`config.mk`:
```
export PLATFORM = sky130hd
export DESIGN_NAME = network_stream_source
export DESIGN_NICKNAME = d
export VERILOG_FILES = /design/src/rtl/network_stream_source_pkg.sv /design/src/rtl/stream_fifo.sv /design/src/rtl/network_stream_source.sv
export SDC_FILE = /design/constraint.sdc
export NUM_CORES = 1
export LEC_CHECK = 0
export CAP_MARGIN = 10
export CORE_MARGIN = 2
export CORE_UTILIZATION = 30
export DETAILED_ROUTE_END_ITERATION = 10
export GPL_TIMING_DRIVEN = 1
export PLACE_DENSITY = 0.5
export REMOVE_ABC_BUFFERS = 1
export SYNTH_ARGS = -nofsm -noshare
export SYNTH_HDL_FRONTEND = slang
export SYNTH_HIERARCHICAL = 1
export SYNTH_SLANG_ARGS = --single-unit
```
`constraint.sdc`:
```
create_clock -name clk -period 5.8 [get_ports clk]
set_input_delay 1.45 -clock clk [delete_from_list [all_inputs] [get_ports clk]]
set_output_delay 1.45 -clock clk [all_outputs]
set_load 0.01 [all_outputs]
```
`src/rtl/network_stream_source_pkg.sv`:
```
// Shared opcode/state definitions for the network stream source.
// Data widths are deliberately absent; they derive from module parameters.
package source_config;

   localparam int unsigned OPC_WIDTH = 2;

   typedef enum logic [OPC_WIDTH-1:0] {
      OpNom = 2'd0,
      OpClr = 2'd1,
      OpRun = 2'd2,
      OpSpk = 2'd3
   } opcode_t;

   typedef enum logic [1:0] {
      StIdle,
      StIssue,
      StRun,
      StClear
   } state_t;

   function automatic int unsigned max3(input int unsigned a, input int unsigned b,
                                        input int unsigned c);
      int unsigned m;
      m = (a > b) ? a : b;
      return (m > c) ? m : c;
   endfunction

endpackage

```
`src/rtl/stream_fifo.sv`:
```
// Synchronous power-of-two command FIFO; push is ignored when full, pop when empty.
module stream_fifo #(
   parameter int unsigned WIDTH = 8,
   parameter int unsigned DEPTH = 4,
   localparam int unsigned PTR_W = $clog2(DEPTH)
) (
   input  logic             clk,
   input  logic             rst,
   input  logic             push,
   input  logic             pop,
   input  logic [WIDTH-1:0] wdata,
   output logic [WIDTH-1:0] rdata,
   output logic             full,
   output logic             empty,
   output logic [PTR_W:0]   count
);

   logic [WIDTH-1:0] mem [DEPTH];
   logic [PTR_W-1:0] wr_ptr_q;
   logic [PTR_W-1:0] rd_ptr_q;
   logic             push_en;
   logic             pop_en;

   assign full    = (count == (PTR_W+1)'(DEPTH));
   assign empty   = (count == '0);
   assign push_en = push && !full;
   assign pop_en  = pop && !empty;
   assign rdata   = mem[rd_ptr_q];

   always_ff @(posedge clk) begin
      if (push_en) mem[wr_ptr_q] <= wdata;
   end

   always_ff @(posedge clk) begin
      if (rst) begin
         wr_ptr_q <= '0;
         rd_ptr_q <= '0;
         count    <= '0;
      end else begin
         if (push_en) wr_ptr_q <= wr_ptr_q + 1'b1;
         if (pop_en) rd_ptr_q <= rd_ptr_q + 1'b1;
         case ({push_en, pop_en})
            2'b10:   count <= count + 1'b1;
            2'b01:   count <= count - 1'b1;
            default: count <= count;
         endcase
      end
   end

endmodule

```
`src/rtl/network_stream_source.sv`:
```
// Decodes queued commands into network input vectors, sparse charges, zero runs
// and clear pulses, handing vectors to the network with a valid/ready handshake.
module network_stream_source
   import source_config::*;
#(
   parameter int unsigned NUM_INP      = 4,
   parameter int unsigned CHARGE_WIDTH = 8,
   parameter int unsigned RUN_WIDTH    = 8,
   parameter int unsigned FIFO_DEPTH   = 4,
   localparam int unsigned IDX_WIDTH   = (NUM_INP > 1) ? $clog2(NUM_INP) : 1,
   localparam int unsigned PAY_WIDTH   = max3(NUM_INP * CHARGE_WIDTH, RUN_WIDTH,
                                              IDX_WIDTH + CHARGE_WIDTH),
   localparam int unsigned SRC_WIDTH   = OPC_WIDTH + PAY_WIDTH
) (
   input  logic                                      clk,
   input  logic                                      rst,
   input  logic                                      src_valid,
   output logic                                      src_ready,
   input  logic [SRC_WIDTH-1:0]                      src,
   input  logic                                      net_ready,
   output logic                                      net_valid,
   output logic                                      net_rst,
   output logic [NUM_INP-1:0][CHARGE_WIDTH-1:0]      net_inp,
   output logic                                      err,
   output logic                                      busy
);

   logic                        fifo_full;
   logic                        fifo_empty;
   logic                        fifo_pop;
   logic [$clog2(FIFO_DEPTH):0] fifo_count;
   logic [SRC_WIDTH-1:0]        head;

   opcode_t                     opc;
   logic [PAY_WIDTH-1:0]        pay;
   logic [IDX_WIDTH-1:0]        spk_idx;
   logic [CHARGE_WIDTH-1:0]     spk_charge;
   logic [RUN_WIDTH-1:0]        run_n;

   state_t                      state_q;
   logic [RUN_WIDTH-1:0]        run_cnt_q;
   logic                        settled_q;

   stream_fifo #(
      .WIDTH (SRC_WIDTH),
      .DEPTH (FIFO_DEPTH)
   ) u_fifo (
      .clk   (clk),
      .rst   (rst),
      .push  (src_valid),
      .pop   (fifo_pop),
      .wdata (src),
      .rdata (head),
      .full  (fifo_full),
      .empty (fifo_empty),
      .count (fifo_count)
   );

   assign src_ready  = !fifo_full;
   assign busy       = (state_q != StIdle) || (fifo_count != '0);
   assign opc        = opcode_t'(head[SRC_WIDTH-1 -: OPC_WIDTH]);
   assign pay        = head[PAY_WIDTH-1:0];
   assign spk_idx    = pay[IDX_WIDTH-1:0];
   assign spk_charge = pay[IDX_WIDTH +: CHARGE_WIDTH];
   assign run_n      = pay[RUN_WIDTH-1:0];

   // A head entry must have been visible for one cycle before it is popped; this
   // fixes the empty-FIFO latency at two edges from push to net_valid/net_rst.
   assign fifo_pop = (state_q == StIdle) && !fifo_empty && settled_q;

   always_ff @(posedge clk) begin
      if (rst) begin
         state_q   <= StIdle;
         run_cnt_q <= '0;
         settled_q <= 1'b0;
         net_valid <= 1'b0;
         net_rst   <= 1'b0;
         net_inp   <= '0;
         err       <= 1'b0;
      end else begin
         settled_q <= !fifo_empty;
         net_rst   <= 1'b0;
         unique case (state_q)
            StIdle: begin
               if (fifo_pop) begin
                  case (opc)
                     OpNom: begin
                        for (int unsigned i = 0; i < NUM_INP; i++) begin
                           net_inp[i] <= pay[PAY_WIDTH-1-i*CHARGE_WIDTH -: CHARGE_WIDTH];
                        end
                        net_valid <= 1'b1;
                        state_q   <= StIssue;
                     end
                     OpSpk: begin
                        if (32'(spk_idx) < NUM_INP) begin
                           for (int unsigned i = 0; i < NUM_INP; i++) begin
                              net_inp[i] <= (32'(spk_idx) == i) ? spk_charge : '0;
                           end
                           net_valid <= 1'b1;
                           state_q   <= StIssue;
                        end else begin
                           err <= 1'b1;
                        end
                     end
                     OpRun: begin
                        if (run_n != '0) begin
                           net_inp   <= '0;
                           net_valid <= 1'b1;
                           run_cnt_q <= run_n;
                           state_q   <= StRun;
                        end
                     end
                     OpClr: begin
                        net_rst <= 1'b1;
                        net_inp <= '0;
                        state_q <= StClear;
                     end
                     default: state_q <= StIdle;
                  endcase
               end
            end
            StIssue: begin
               if (net_ready) begin
                  net_valid <= 1'b0;
                  state_q   <= StIdle;
               end
            end
            StRun: begin
               if (net_ready) begin
                  run_cnt_q <= run_cnt_q - 1'b1;
                  if (run_cnt_q == RUN_WIDTH'(1)) begin
                     net_valid <= 1'b0;
                     state_q   <= StIdle;
                  end
               end
            end
            StClear: state_q <= StIdle;
            default: state_q <= StIdle;
         endcase
      end
   end

endmodule

```
==> flow_summary_export.csv <==
group,metric,value,unit
finish,final_cell_count_no_fill,964,
sta,setup_viol,0,
synth,synth_cell_types,53,
synth,synth_ff_type,"edfxtp_1",
synth,synth.cell_area,0.00811,sq mm
route,vias,4745,
setup_path,cp.required,4.35,ns
finish,final_cell_mix,"136 x edfxtp_1, 72 x clkdlybuf4s50_1, 53 x dfxtp_1, 47 x nor2_1, 36 x a21oi_1",
finish,fill_cells,2564,
run,maxCapViolCount,0,
route,first_pass_iters,4,
sta,slew-limit-headroom,0.312,
sta,finalHoldViolations,0,
synth,syn_area_per_cell,14.9,sq um
clock_network,cts_max_path_buffers,2,
route,via_per_inst,4.92,
sta,rsz0062_at_grt,"false",
route,antenna_left,0,
floorplan,die_area,0.0284,sq mm
route,drt_iter0_drc,277,
finish,final_nets,665,
power,power_density,361,mW/mm^2
setup_path,crit_path_start_kind,"register",
finish,final_common_cell,"edfxtp_1",
sta,timing.final.ws_setup,1.72,ns
run_status,status,"completed",
global_route,grt_first_pass_wirelength,28300,um
global_route,antenna_found_initial,0,
synth,yosysSeqAreaShare,0.637,
finish,final_core_util,0.363,
sta,fmax,0.245,GHz
power,leakage,3.09,nW
placed_design,place_hpwl,12200,um
sta,worst_pin_slew,1.03,ns
power,p_seq_frac,0.464,
clock_network,cts_made_buffers,17,
clock_network,clock_sinks,190,
synth,yosysWarnings,6,
power,p_sw_frac,0.290,
synth,synth_seq_cells,190,
floorplan,ioPinCount,75,
global_route,grt_usage,0.132,
sta,finClkSkew,0.0125,ns
clock_network,post_cts_buffers,0,
placed_design,pre_cts_ws,2.12,ns
setup_path,arrival,2.63,ns
clock_network,cts_hold_buf,0,
power,clkPwrFrac,0.333,
clock_network,insertion_delay,0.43,ns
finish,area_growth,19.5,%
floorplan,initial_utilization,0.304,
finish,drive_above_1_share,0.188,
route,wl_per_cell,19.0,um
power,total_power,3.50,mW
route,wl,18300,um
clock_network,root_buffer,"clkbuf_16",
power,combPwrFrac,0.203,
synth,postSynthCellCount,544,
route,route.detailed.drc,0,
sta,setup_tns,0,ns
placed_design,dp_cells,932,
placed_design,portBuffers,73,
setup_path,worstSetupPathType,"register to output pin",
clock_network,cts_resized,0,
power,p_sw,1.01,mW
clock_network,htree_levels,4,
global_route,grt_pass1_vias,4962,
placed_design,gp_congestion,0.806,
power,peakVddDrop,0.216,mV
clock_network,path_clk_slew,0.08,ns
sta,slew_viol_final,0,
floorplan,chipHeight,168,um
clock_network,cts_tree,"done",
setup_path,cp-end-kind,"output pin",
power,p_int,2.48,mW
floorplan,dieWidth,168,um
sta,timing.final.crit_share,0.704,
floorplan,rows,60,
synth,synth-edff-count,136,
finish,num_antenna_cells,0,
sta,fin_crit,4.08,ns
global_route,grt_start_max_net_pins,52,
global_route,grt_overflow,0,
floorplan,coreArea,0.0267,sq mm
synth,async_reset_ff_frac,0,
min_path,hp-class,"register to register",
setup_path,crit_fanout,16,
-- state kept, by name, indices dropped and copies added, names as in the netlist, named ones only --
signal,cells
net_inp,32
run_cnt_q,8
net_rst,1
u_fifo/count,3
u_fifo/mem,136
settled_q,1
state_q,2
u_fifo/wr_ptr_q,2
net_valid,1
u_fifo/rd_ptr_q,2
-- worst paths after layout --
check	from	endpoint	slack, ns	cells after the start
setup / recovery	state_q[1]$_SDFFE_PP0P_	busy	1.72	5
hold / removal	run_cnt_q[7]$_SDFFE_PP0P_	run_cnt_q[7]$_SDFFE_PP0P_	0.47	2
setup reg to reg	register	run_cnt_q[0]$_SDFFE_PP0P_	2.47	6
hold reg to reg	run_cnt_q[7]$_SDFFE_PP0P_	run_cnt_q[7]$_SDFFE_PP0P_	0.47	2
-- power by group through the flow --
stage / clock (mW) / sequential [mW] / combinational [mW]
floorplan: 0 / 1.65 / 0.457
global placement: 0 / 1.65 / 0.710
detailed placement: 0 / 1.65 / 0.712
CTS: 1.19 / 1.62 / 0.717
global route: 1.25 / 1.63 / 0.781
finish: 1.16 / 1.62 / 0.711
-- layout make-up --
type	instances	area, sq um	share of cell area
clock buffers	18	439	0.0453
clock inverters	14	149	0.0154
multi-input cells	295	2630	0.271
flip-flops and latches	190	5170	0.533
repair buffers	83	801	0.0826
inverters	23	86.3	0.00890
well taps	341	427	0.0440
-- critical path, stage by stage, from the launching register on --
cell and delay, ns:
dfxtp_1 0.34, inv_1 0.11, ha_1 0.49, inv_1 0.21, or4_1 0.56, clkdlybuf4s50_1 0.49
-- through the flow --
step                hold WS (ns)  cell area (sq um)
finish                     0.472               9700
CTS                        0.473               9700
floorplan                  0.434               7880
global route               0.510               9700
global placement           0.446               9110
detailed placement         0.463               9110
-- layer usage --
layer  routed length [um]  part of all wire  track usage
met1                 8460              0.46        0.172
met2                 9120              0.50        0.226
met3                  546             0.030       0.0253
met4                  206             0.011       0.0364
met5                    0                 0            0
-- cells in the mapped netlist (5+ instances only) --
cell	count	area, sq um
a211oi_2	30	375
a21oi_1	36	180
a221oi_1	8	70.1
and2_1	5	31.3
buf_4	5	37.5
clkbuf_1	18	67.6
dfxtp_1	54	1080
edfxtp_1	136	4080
ha_1	16	200
inv_1	23	86.3
mux2i_1	5	50.1
mux4_2	30	676
nand2_1	23	86.3
nand2b_1	5	31.3
nor2_1	47	176
nor3_1	32	160
o32ai_1	6	52.6
or3_1	5	31.3
-- kinds of logic (layout without fill, tap and decap cells) --
kind of cell    count (synthesis)  count (layout)  synth area share
other cells                     1               1          0.000462
compound gates                104             104             0.113
buf+inv                        59             138            0.0399
flops                         190             190             0.637
xor+xnor                        3               3           0.00324
simple gates                  131             131            0.0777
mux                            39              39             0.102
fa+ha+maj                      17              17            0.0271
No activity file was read; power rests on OpenSTA's default activity.
